<file path="config.mk">
export PLATFORM = sky130hd
export DESIGN_NAME = prod_accumulator
export DESIGN_NICKNAME = d
export VERILOG_FILES = /design/src/rtl/prod_accumulator.sv
export SDC_FILE = /design/constraint.sdc
export NUM_CORES = 1
export LEC_CHECK = 0
export CAP_MARGIN = 20
export CELL_PAD_IN_SITES_DETAIL_PLACEMENT = 0
export CELL_PAD_IN_SITES_GLOBAL_PLACEMENT = 1
export CORE_MARGIN = 2
export CORE_UTILIZATION = 45
export CTS_BUF_LIST = sky130_fd_sc_hd__clkbuf_4
export DETAILED_ROUTE_END_ITERATION = 10
export PLACE_DENSITY_LB_ADDON = 0.1
export SKIP_LAST_GASP = 1
export SYNTH_ARGS = -nofsm -noshare
export SYNTH_HDL_FRONTEND = slang
export SYNTH_SLANG_ARGS = --single-unit
</file>
<file path="constraint.sdc">
create_clock -name clk -period 6.09 [get_ports clk]
set_clock_uncertainty 0.15 [all_clocks]
set_input_delay 0.609 -clock clk [delete_from_list [all_inputs] [get_ports clk]]
set_output_delay 0.609 -clock clk [all_outputs]
set_load 0.1 [all_outputs]
</file>
<file path="src/rtl/prod_accumulator.sv">
// -----------------------------------------------------------------------------
// prod_accumulator
//
// Purpose:
//   This block sits after the 16x16 unsigned multiplier. It takes in a stream
//   of 32-bit products, grouped into frames by first/last flags. It adds up
//   each frame (one dot product) in a wide accumulator. Each finished sum is
//   held in a single-entry valid/ready output buffer. While that buffer is
//   stalled, the block applies backpressure to the product source.
//
// Parameters:
//   ACC_W  accumulator / out_sum width in bits (must be >= 32)
//   CNT_W  width of the per-frame beat counter (saturating)
//
// Ports:
//   clk        clock, rising edge
//   rst_n      asynchronous active-low reset
//   in_valid   product beat valid
//   in_ready   block can accept a beat this cycle
//   in_prod    32-bit unsigned product
//   in_first   beat starts a new frame
//   in_last    beat ends the current frame
//   out_valid  out_sum/out_count/out_ovf hold a finished frame
//   out_ready  consumer accepts the result
//   out_sum    accumulated frame sum
//   out_count  number of beats in the frame, saturating
//   out_ovf    sum carried out of ACC_W bits at some point in the frame
//
// Build option:
//   ACC_SAT_EN  when defined, the accumulator clamps to all-ones on carry out
//               and stays there for the rest of the frame. Otherwise it wraps.
//               out_ovf is set in both cases.
// -----------------------------------------------------------------------------
module prod_accumulator #(
    parameter int ACC_W = 40,
    parameter int CNT_W = 8
) (
    input  logic             clk,
    input  logic             rst_n,
    input  logic             in_valid,
    output logic             in_ready,
    input  logic [31:0]      in_prod,
    input  logic             in_first,
    input  logic             in_last,
    output logic             out_valid,
    input  logic             out_ready,
    output logic [ACC_W-1:0] out_sum,
    output logic [CNT_W-1:0] out_count,
    output logic             out_ovf
);

    typedef enum logic {
        IDLE  = 1'b0,
        ACCUM = 1'b1
    } state_t;

    localparam logic [CNT_W-1:0] CNT_MAX = '1;
    localparam logic [ACC_W-1:0] ACC_MAX = '1;

    state_t           state_reg;
    logic [ACC_W-1:0] acc_reg;
    logic [CNT_W-1:0] cnt_reg;
    logic             ovf_reg;

    logic             out_valid_reg;
    logic [ACC_W-1:0] out_sum_reg;
    logic [CNT_W-1:0] out_count_reg;
    logic             out_ovf_reg;

    logic             accept;
    logic             frame_start;
    logic [ACC_W-1:0] prod_ext;
    logic [ACC_W:0]   sum_wide;
    logic [ACC_W-1:0] acc_next;
    logic [CNT_W-1:0] cnt_next;
    logic             ovf_next;

    // The only path from an input to an output is out_ready -> in_ready.
    // A stalled result blocks new beats, so the accumulator freezes too.
    assign in_ready    = !(out_valid_reg && !out_ready);
    assign accept      = in_valid && in_ready;
    // A beat that arrives with no frame open starts a frame, even if
    // in_first is low.
    assign frame_start = (state_reg == IDLE) || in_first;

    assign prod_ext = ACC_W'(in_prod);
    assign sum_wide = {1'b0, acc_reg} + {1'b0, prod_ext};

    always_comb begin
        acc_next = prod_ext;
        cnt_next = CNT_W'(1);
        ovf_next = 1'b0;
        if (!frame_start) begin
            ovf_next = ovf_reg || sum_wide[ACC_W];
            cnt_next = (cnt_reg == CNT_MAX) ? CNT_MAX : cnt_reg + CNT_W'(1);
`ifdef ACC_SAT_EN
            // Once the frame has overflowed, the accumulator stays pinned at
            // the maximum value.
            acc_next = ovf_next ? ACC_MAX : sum_wide[ACC_W-1:0];
`else
            acc_next = sum_wide[ACC_W-1:0];
`endif
        end
    end

    always_ff @(posedge clk or negedge rst_n) begin
        if (!rst_n) begin
            state_reg     <= IDLE;
            acc_reg       <= '0;
            cnt_reg       <= '0;
            ovf_reg       <= 1'b0;
            out_valid_reg <= 1'b0;
            out_sum_reg   <= '0;
            out_count_reg <= '0;
            out_ovf_reg   <= 1'b0;
        end else begin
            if (accept) begin
                acc_reg   <= acc_next;
                cnt_reg   <= cnt_next;
                ovf_reg   <= ovf_next;
                state_reg <= in_last ? IDLE : ACCUM;
            end
            // A new result may overwrite the buffer in the same cycle that
            // the old result drains. This lets single-beat frames run at
            // one result per cycle.
            if (accept && in_last) begin
                out_valid_reg <= 1'b1;
                out_sum_reg   <= acc_next;
                out_count_reg <= cnt_next;
                out_ovf_reg   <= ovf_next;
            end else if (out_valid_reg && out_ready) begin
                out_valid_reg <= 1'b0;
            end
        end
    end

    assign out_valid = out_valid_reg;
    assign out_sum   = out_sum_reg;
    assign out_count = out_count_reg;
    assign out_ovf   = out_ovf_reg;

endmodule

</file>
After elaboration in Yosys (flattened, before gate mapping)
Index checks and enable logic that the tools add are counted.
{ "classes": {"addsub": 2, "n_eq_ne": 1, "n_mux": 7, "n_bitwise": 1, "reduce_logical": 9} }
{ "ops": {"columns": ["operator", "n"], "rows": [
  ["$add A40 B32 Y41", 1],
  ["$mux W40", 1],
  ["$mux W8", 2],
  ["$add A8 B1 Y8 const B", 1],
  ["$eq A8 B8 Y1 const B", 1],
  ["$logic_and A1 B1 Y1", 4],
  ["$mux W1", 4],
  ["$logic_not A1 Y1", 2],
  ["$logic_or A1 B1 Y1", 2],
  ["$reduce_bool A2 Y1", 1],
  ["$not A1 Y1", 1]
]} }
{ "word_totals": {"regBits": 100, "input_bits": 38, "out_inout_bits": 51, "wordCells": 28} }

Longest topological paths before layout
Gate-level depths: netlist (run 1).
{ "depth": {"word_depth": 6, "ltp_mapped": 12, "ltp_nobuf": 12} }

Worst setup path before layout (run 1)
No wires, ideal clock.
{ "synth_timing": {"kind": "reg2reg", "startpoint": "reg out_valid_reg (netlist: out_valid)", "endpoint": "reg out_count_reg[6] (netlist: out_count[6])", "setup_time_ns": 0.120, "t_arrival_ns": 2.885, "t_required_ns": 5.820, "path_slack_ns": 2.936, "path_stages_with_launch": 8, "n_path_buf": 3, "synth_period_minus_slack_ns": 3.154, "path_cell_list": "dfrtp_1 nand2b_1 and3_1 clkbuf_1 clkbuf_1 clkbuf_1 nand2_1 nand2_1"} }
{ "synth_between": {"elab_chain_cells": 4} }
{ "synth_rtl": {"columns": ["item", "line_no", "rtl"], "rows": [
  ["start: declaration", "65", "logic out_valid_reg;"],
  ["start signal: assignment", "112", "out_valid_reg <= 1'b0;"],
  ["start signal: assignment", "127", "out_valid_reg <= 1'b1;"],
  ["start signal: assignment", "132", "out_valid_reg <= 1'b0;"],
  ["$logic_and A1 B1 Y1", "80", "assign in_ready = !(out_valid_reg && !out_ready);"],
  ["$logic_not A1 Y1", "80", null],
  ["named net in_ready", "41", "output logic in_ready,"],
  ["$logic_and A1 B1 Y1", "81", "assign accept = in_valid && in_ready;"],
  ["$logic_and A1 B1 Y1", "126", "if (accept && in_last) begin"],
  ["end signal: assignment", "129", "out_count_reg <= cnt_next;"],
  ["end: declaration", "67", "logic [CNT_W-1:0] out_count_reg;"]
]} }
The timed path passes the listed nets, and every way through them passes these cells.
A chain may end at the register's enable or synchronous reset.

Final worst setup path (run 1)
{ "layout_timing": {"startpoint": "in in_prod[0]", "endpoint": "reg out_sum_reg[34] (netlist: out_sum[34])"} }
{ "layout_between": {"elab_chain_cells": 2} }
{ "layout_rtl": {"columns": ["item", "line_no", "rtl"], "rows": [
  ["start: declaration", "42", "input logic [31:0] in_prod,"],
  ["$add A40 B32 Y41", "87", "assign sum_wide = {1'b0, acc_reg} + {1'b0, prod_ext};"],
  ["$mux W40", "93", "if (!frame_start) begin"],
  ["end signal: assignment", "128", "out_sum_reg <= acc_next;"],
  ["end: declaration", "66", "logic [ACC_W-1:0] out_sum_reg;"]
]} }
No other way between the ends.

==> results.json, run 1 <==
{
  "hpwl_um": 11360,
  "clock_latency_ns": 0.48,
  "cp.required_ns": 6.33,
  "final_cell_mix": "134 x nand2_1, 100 x dfrtp_1, 87 x clkdlybuf4s50_1",
  "holdWs_ns": 0.3473,
  "finalWorstSetupSlack_ns": 2.741,
  "cts_tree": "yes",
  "irDropWorstVdd_mv": 0.2371,
  "drt-initial-drc-count": 336,
  "period_minus_slack_ns": 3.349,
  "period_share_pct": 54.99,
  "r2r-end": "out_sum[34]",
  "drt-total-wl_um": 16140,
  "cts-buffers-inserted": 9,
  "area.growth.synth_to_final_pct": 17.66,
  "rsz0062_at_grt": "no",
  "die_x_um": 123.0,
  "synth_area_um2": 6377,
  "drive_gt1_share_pct": 8.805,
  "clk_pin_slew_worst_paths_ns": 0.15,
  "drc_errors": 0,
  "status": "finished, final reports clean",
  "root_buffer": "clkbuf_4",
  "netlist_instances": 726,
  "startpoint": "in_prod[0]",
  "whs_endpoint": "out_sum[16]",
  "crit_arrival_ns": 3.58,
  "ys_async_sr_fraction_pct": 100.0,
  "antennaDiodeCount": 0,
  "grt_pass1_vias": 5287,
  "initial_core_util_pct": 45.94,
  "ff2ff_setup_slack_ns": 2.97,
  "ys_warn_count": 0,
  "core_um2": 13880,
  "yosysUniqueCellTypes": 70,
  "reg2regPathDepth": 12,
  "first_pass_iters": 4,
  "hold_path.class": "reg -> reg",
  "layout.nets": 862,
  "boundaryPins": 89,
  "setup_viol": 0,
  "synth-seq-cells": 100,
  "clock-sinks": 100,
  "avgSynthCellArea_um2": 8.784,
  "die_area_um2": 15140,
  "port_buffers": 88,
  "syn_nets": 798,
  "slew_violations": 0,
  "fin_setup_tns_ns": 0,
  "grt-ovfl-total": 0,
  "postCtsSetupRepairBufs": 0,
  "critPathLaunchType": "input port",
  "cp-end-kind": "flip-flop",
  "ant_nets": 0,
  "final_common_cell": "nand2_1",
  "critPathMaxFanout": 8,
  "synth-edff-count": 0,
  "hold_violations": 0,
  "maxSlewHeadroom_pct": 34.14,
  "ys.flop_type": "dfrtp_1",
  "grt_first_pass_wirelength_um": 26960,
  "grt_usage_pct": 22.63,
  "die_h_um": 123.0,
  "avgViaCountPerCell": 5.481,
  "rows": 43,
  "leakage_nw": 3.348,
  "clk_path_buf_depth": 2,
  "r2r_start": "acc_reg[0]",
  "place_ws_ns": 2.268,
  "cap_violations": 0,
  "worst_pin_slew_ns": 0.9848,
  "path_class": "in -> reg",
  "gp_congestion": 0.8415,
  "max_freq_mhz": 298.6,
  "antenna_found_initial": 0,
  "power.density_nw_per_um2": 374.2,
  "synth-seq-area-share_pct": 39.24,
  "wl_per_cell_um": 16.56,
  "ctsHtreeMaxLevel": 3,
  "grt_max_degree": 61,
  "min-delay-start": "out_sum[16]",
  "vias": 5344,
  "hold_depth": 2
}
## layout make-up
cell class,count,area (um2)
Inverter,15,56.30
Tap cell,180,225.2
Clock buffer,10,75.07
Timing Repair Buffer,97,968.4
Fill cell,1316,6377
Multi-Input combinational cell,567,3587
Sequential cell,100,2502
Clock inverter,6,88.84
## worst max path at each step
stage | endpoint | slack (ns)
final | out_sum[34] | 2.74
after global routing | out_sum[34] | 2.61
after CTS | out_sum[34] | 2.76
after detailed placement | acc_reg[38] | 2.27
after global placement | acc_reg[38] | 2.29
after floorplan | out_count[6] | 2.94
## logic make-up (layout without fill, tap and decap cells)
kind of cell	Yosys count	after routing	synth area share, %
flip-flops	100	100	39.24
adder cells (fa/ha/maj)	34	34	6.788
buffers and inverters	59	128	4.630
XOR/XNOR	36	36	4.944
AND/OR/NAND/NOR	252	252	18.19
AO/OA/AOI/OAI	228	228	23.35
multiplexers	17	17	2.865
## critical path: stages
cell and delay (ns):
clkdlybuf4s50_1 0.49, ha_1 0.17, inv_1 0.05, fa_1 0.38
nand2b_1 0.20, a21oi_2 0.19, o2111ai_2 0.17, a21o_1 0.25
a21o_1 0.23, o22ai_4 0.31, nand3_2 0.15, xnor2_1 0.15
o31ai_1 0.24
## report_power, final
part           internal [W]  leakage [nW]  total, W  switching, W
clock              0.000171        0.0826  0.000406      0.000235
combinational      0.000477          2.00   0.00153       0.00105
sequential         0.000791          1.27  0.000875     0.0000842
## cell usage after synthesis, types with 2 or more instances
library cell / n / share of area (%)
nand2_1: 135 / 7.9
dfrtp_1: 100 / 39
o21ai_0: 66 / 5.2
a21oi_1: 58 / 4.6
nor2_1: 39 / 2.3
ha_1: 33 / 6.5
clkbuf_1: 30 / 1.8
a21o_1: 23 / 2.7
xnor2_1: 21 / 2.9
inv_1: 15 / 0.88
o21ai_1: 15 / 1.2
xor2_1: 15 / 2.1
nand3_1: 14 / 1.1
nand4_1: 13 / 1.3
and3_1: 11 / 1.1
mux2_2: 10 / 1.8
or3_1: 9 / 0.88
a31oi_1: 7 / 0.69
mux2i_1: 7 / 1.1
o31ai_1: 7 / 0.82
clkbuf_8: 6 / 1.3
buf_2: 5 / 0.39
nand2b_1: 5 / 0.49
o21a_1: 5 / 0.59
o21bai_1: 5 / 0.59
a211oi_1: 4 / 0.47
a21oi_2: 4 / 0.55
nor3_1: 4 / 0.31
o211ai_1: 4 / 0.47
and2_1: 3 / 0.29
nor2b_1: 3 / 0.29
o21ai_2: 3 / 0.41
o31ai_2: 3 / 0.59
or4_1: 3 / 0.35
a211oi_2: 2 / 0.39
a41oi_1: 2 / 0.27
and2_2: 2 / 0.24
buf_1: 2 / 0.12
o31a_1: 2 / 0.27
## through the flow
step | utilization (%) | cell area [um2] | total power, W | cells
5_1_grt | 54.06 | 7503 | 0.002991 | 975
2_1_floorplan | - | 6377 | 0.002059 | 726
3_3_place_gp | 52.61 | 7302 | 0.002396 | 957
4_1_cts | 53.86 | 7476 | 0.002825 | 974
6_report | 54.06 | 7503 | 0.002808 | 975
3_5_place_dp | 52.61 | 7302 | 0.002408 | 957
## routing by layer
metal  share of wire (%)  global-route usage, %
met5                   0                      0
met4                 1.0                  4.901
met3                 4.4                  4.843
met2                  43                  34.25
met1                  51                  33.28
## what timing repair did
action,in CTS,in global routing
gates resized for setup,0,0
hold endpoints to repair,43,0
hold buffers,1,0
endpoints found under the setup margin,0,0
No activity file was read; power rests on OpenSTA's default activity.
==> run 2: changes to the inputs <==
--- a/config.mk
+++ b/config.mk
@@ -9,7 +9,7 @@
 export CELL_PAD_IN_SITES_DETAIL_PLACEMENT = 0
 export CELL_PAD_IN_SITES_GLOBAL_PLACEMENT = 1
 export CORE_MARGIN = 2
-export CORE_UTILIZATION = 45
+export CORE_UTILIZATION = 43
 export CTS_BUF_LIST = sky130_fd_sc_hd__clkbuf_4
 export DETAILED_ROUTE_END_ITERATION = 10
 export PLACE_DENSITY_LB_ADDON = 0.1
==> constraint.sdc (replaced) <==
create_clock -name clk -period 3.5 [get_ports clk]
set_clock_uncertainty 0.15 [all_clocks]
set_input_delay 0.35 -clock clk [delete_from_list [all_inputs] [get_ports clk]]
set_output_delay 0.35 -clock clk [all_outputs]
set_load 0.1 [all_outputs]
==> run 2 against run 1 <==
Compared with the run above:
- sequential share of layout area decreased by 0.34 points
- non-clock buffer count increased by 7
- sequential power increased by 74%
- die area increased by 4.5%
- count of clock-buffer cells in the layout decreased by 1
- first-iteration DRC count increased by 15%
- largest power group unchanged
==> results.json, run 2 (synthesis results as in run 1) <==
{
  "status": "finished, final reports clean",
  "leakage_nw": 3.390,
  "drt-initial-drc-count": 386,
  "final_area_um2": 7580,
  "grt_usage_pct": 21.33,
  "hold_violations": 0,
  "cp.required_ns": 3.79,
  "holdWs_ns": 0.2201,
  "first_pass_iters": 7,
  "period_share_pct": 86.36,
  "path_class": "reg -> reg",
  "drt-total-wl_um": 16130,
  "vias": 5479,
  "area.growth.synth_to_final_pct": 18.85,
  "crit_arrival_ns": 3.32,
  "drc_errors": 0,
  "die_x_um": 125.8,
  "die_area_um2": 15820,
  "ctsHtreeMaxLevel": 3,
  "post_dp_cell_area_um2": 7402,
  "irDropWorstVdd_mv": 0.3314,
  "core_um2": 14530,
  "finalWorstSetupSlack_ns": 0.4775,
  "cts_tree": "yes",
  "gp_congestion": 0.8748,
  "ff2ff_setup_slack_ns": 0.48,
  "root_buffer": "clkbuf_4",
  "layout.nets": 869,
  "grt_max_degree": 58,
  "hpwl_um": 11510,
  "final_util_pct": 52.15,
  "slew_violations": 0,
  "cp_num_buf_inv": 1,
  "worst_pin_slew_ns": 0.9791,
  "intPower_w": 0.002523,
  "cap_violations": 0,
  "slowest_delay_ns": 0.38,
  "cp-end-kind": "flip-flop",
  "rows": 44,
  "drive_gt1_share_pct": 9.601,
  "cts-buffers-inserted": 9,
  "rsz0062_at_grt": "no",
  "clk_pin_slew_worst_paths_ns": 0.17,
  "path_common_cell": "a21o_1",
  "power.share.clock_pct": 14.5,
  "ant_nets": 0,
  "grt_pass1_vias": 5411,
  "switching_share_pct": 48.73,
  "setup_viol": 0,
  "period_minus_slack_ns": 3.023,
  "final_common_cell": "nand2_1",
  "critPathMaxFanout": 6,
  "post_cts_resized": 0,
  "avgViaCountPerCell": 5.551,
  "clk_path_buf_depth": 2,
  "power_frac_comb_pct": 54.5,
  "cpLargestDelayFamily": "compound AO/OA/AOI/OAI gates",
  "power.density_nw_per_um2": 649.3,
  "hold_path.class": "in -> async",
  "clock-sinks": 100,
  "switchingPower_w": 0.002398,
  "maxSlewHeadroom_pct": 34.52,
  "timing.critical_path.cells": "ha_1, inv_1, fa_1, nand2b_1, a21oi_2, o2111ai_2, a21o_1, a21o_1, o22ai_4, nand3_2, or3_1, o21ai_1",
  "critPathLaunchType": "flip-flop",
  "clock_latency_ns": 0.50,
  "place_ws_ns": -0.01592,
  "grt_first_pass_wirelength_um": 27740,
  "power_frac_seq_pct": 30.9,
  "max_freq_mhz": 330.9,
  "boundaryPins": 89,
  "wl_per_cell_um": 16.34,
  "die_h_um": 125.8,
  "port_buffers": 88,
  "initial_core_util_pct": 43.88,
  "grt-ovfl-total": 0,
  "final_cell_mix": "134 x nand2_1, 100 x dfrtp_1, 86 x clkdlybuf4s50_1",
  "slowest_stage": "dfrtp_1",
  "antenna_found_initial": 1
}
-- run 2: layout make-up --
cell class                 instances  area (um2)
tap                              184       230.2
clock inverter                     7       97.59
multi-input combinational        567        3587
sequential                       100        2502
timing repair buffer             104        1036
fill                            1403        6954
antenna                            1       2.502
inverter                          15       56.30
clock buffer                       9       67.56
-- run 2: layer usage --
metal  up-vias  routed length, um  GRT usage [%]
met2        98               7278          33.42
met4         0                269          7.111
li1       2712                  -              -
met5         -                  0              0
met3        18                552          3.101
met1      2651               8024          30.50
-- run 2: per-stage QoR --
stage | setup TNS [ns] | std cells | power [W]
finish | 0 | 987 | 0.004921
global route | 0 | 987 | 0.005237
CTS | 0 | 986 | 0.004952
detailed placement | -0.02195 | 969 | 0.004216
global placement | 0 | 969 | 0.004189
floorplan | 0 | 726 | 0.003583
-- run 2: final timing paths --
kind,start,end,cells after the start
worst max-delay path,acc_reg[0],acc_reg[34],12
worst min-delay path,rst_n,out_sum[27],2
worst max register to register,acc_reg[0],acc_reg[34],12
worst min register to register,acc_reg[11],acc_reg[11],2
max in group asynchronous,rst_n,cnt_reg[3],3
min in group clk,in_prod[28],out_sum[28],3
-- run 2: repair_timing --
action,CTS,global route
endpoints found under the setup margin,0,0
buffers inserted,0,0
endpoints found under the hold margin,43,0
hold buffers,1,0
-- run 2: power by group through the flow --
stage | clock [W] | combinational [W] | sequential [W]
final | 0.000715 | 0.00268 | 0.00152
after global routing | 0.000785 | 0.00290 | 0.00156
after CTS | 0.000741 | 0.00269 | 0.00152
after detailed placement | 0 | 0.00267 | 0.00155
after global placement | 0 | 0.00265 | 0.00153
after floorplan | 0 | 0.00124 | 0.00234
==> run 3: changes to the inputs <==
--- a/config.mk
+++ b/config.mk
@@ -5,8 +5,8 @@
 export SDC_FILE = /design/constraint.sdc
 export NUM_CORES = 1
 export LEC_CHECK = 0
-export CAP_MARGIN = 20
-export CELL_PAD_IN_SITES_DETAIL_PLACEMENT = 0
+export CAP_MARGIN = 15
+export CELL_PAD_IN_SITES_DETAIL_PLACEMENT = 1
 export CELL_PAD_IN_SITES_GLOBAL_PLACEMENT = 1
 export CORE_MARGIN = 2
 export CORE_UTILIZATION = 43
==> run 3 against run 2 <==
Compared with the run above:
- count of clock-buffer cells in the layout rose by 1
- maximum frequency fell by 4.0%
- final area fell by 0.26%
==> results.json, run 3 (synthesis results as in run 1) <==
{
  "post_dp_cell_area_um2": 7402,
  "power.density_nw_per_um2": 653.7,
  "rsz0062_at_grt": "no",
  "period_share_pct": 89.95,
  "finalWorstSetupSlack_ns": 0.3516,
  "place_ws_ns": -0.08463,
  "antenna_found_initial": 0,
  "die_h_um": 125.8,
  "final_common_cell": "nand2_1",
  "core_um2": 14530,
  "crit_arrival_ns": 3.47,
  "vias": 5627,
  "grt_max_degree": 58,
  "clk_pin_slew_worst_paths_ns": 0.17,
  "max_freq_mhz": 317.6,
  "port_buffers": 88,
  "die_area_um2": 15820,
  "initial_core_util_pct": 43.88,
  "boundaryPins": 89,
  "grt_first_pass_wirelength_um": 31370,
  "grt_usage_pct": 24.13,
  "grt-ovfl-total": 0,
  "first_pass_iters": 4,
  "status": "finished, final reports clean",
  "die_x_um": 125.8,
  "drc_errors": 0,
  "hold_violations": 0,
  "hpwl_um": 13150,
  "drive_gt1_share_pct": 9.726,
  "cap_violations": 0,
  "gp_congestion": 0.8748,
  "period_minus_slack_ns": 3.148,
  "irDropWorstVdd_mv": 0.3533,
  "clk_path_buf_depth": 2,
  "antennaDiodeCount": 0,
  "leakage_nw": 3.382,
  "maxSlewHeadroom_pct": 33.24,
  "rows": 44,
  "drt-total-wl_um": 18280,
  "critPathLaunchType": "flip-flop",
  "clock_latency_ns": 0.53,
  "ant_nets": 0,
  "cts-buffers-inserted": 9,
  "cp-end-kind": "flip-flop",
  "final_area_um2": 7560,
  "cts_tree": "yes",
  "clock-sinks": 100,
  "avgViaCountPerCell": 5.707,
  "num-fill-cells": 1730,
  "setup_viol": 0,
  "slew_violations": 0,
  "worst_pin_slew_ns": 0.9982,
  "drt-initial-drc-count": 306,
  "root_buffer": "clkbuf_4",
  "path_class": "reg -> reg",
  "hold_path.class": "in -> async",
  "grt_pass1_vias": 6171,
  "cp.required_ns": 3.82,
  "wl_per_cell_um": 18.54,
  "post_cts_resized": 0,
  "layout.nets": 869,
  "area.growth.synth_to_final_pct": 18.54,
  "ctsHtreeMaxLevel": 3,
  "critPathMaxFanout": 6,
  "final_cell_mix": "134 x nand2_1, 100 x dfrtp_1, 86 x clkdlybuf4s50_1"
}
run 3: cell count changes in the layout (fill, tap and decap cells not counted):
cell,previous run,this run
diode_2,1,0
bufinv_16,2,1
clkinv_1,1,0
inv_6,2,1
clkinv_4,1,3
clkbuf_4,9,10
run 3: cell type report:
cell class | instances | area, um2 | area share [%]
multi-input cells | 567 | 3587 | 47.45
clock inverters | 6 | 72.57 | 0.9599
well taps | 184 | 230.2 | 3.045
flip-flops and latches | 100 | 2502 | 33.10
inverters | 15 | 56.30 | 0.7448
repair buffers | 104 | 1036 | 13.70
clock buffers | 10 | 75.07 | 0.9930
run 3: report_power, final:
part           leakage, nW  switching, W  internal (W)
registers             1.27      0.000153       0.00138
logic                 2.03       0.00188      0.000856
clock network       0.0772      0.000446      0.000232
total                 3.38       0.00248       0.00246
run 3: worst max-delay path, cell delays in order (launching register included):
cell and delay, ns:
dfrtp_1 0.38, ha_1 0.17, inv_1 0.06, fa_1 0.39
nand2b_1 0.23, a21oi_2 0.22, o2111ai_2 0.17, a21o_1 0.22
a21o_1 0.23, o22ai_4 0.29, nand3_2 0.16, or3_1 0.34
o21ai_1 0.08
run 3: routing by layer:
metal / vias to the layer above / global-route usage (%) / wire [um]
li1: 2712 / - / -
met1: 2803 / 31.63 / 8386
met2: 90 / 41.40 / 8998
met3: 22 / 2.974 / 504
met4: 0 / 8.403 / 393
met5: - / 0 / 0
run 3: final timing paths:
check | start | to | slack (ns) | depth (start not counted)
worst max-delay path | acc_reg[0] | acc_reg[34] | 0.35 | 12
worst min-delay path | rst_n | acc_reg[1] | 0.19 | 2
worst max register to register | acc_reg[0] | acc_reg[34] | 0.35 | 12
worst min register to register | acc_reg[11] | acc_reg[11] | 0.35 | 2
max in group asynchronous | rst_n | out_sum[18] | 2.29 | 3
min in group clk | in_prod[28] | acc_reg[28] | 0.33 | 3
run 3: stage by stage:
step	instances	setup TNS (ns)	hold WS, ns	power (W)	utilization (%)
floorplan	726	0	-0.09559	0.003583	-
global placement	969	0	0.2429	0.004189	50.93
detailed placement	969	-0.4025	0.2524	0.004270	50.93
CTS	986	0	0.2191	0.004964	52.01
global route	986	0	0.2515	0.005240	52.01
finish	986	0	0.1921	0.004942	52.01
run 3: what timing repair did:
action / 4_1_cts / 5_1_grt
hold endpoints to repair: 43 / 0
buffers inserted: 0 / 0
hold buffers: 1 / 0
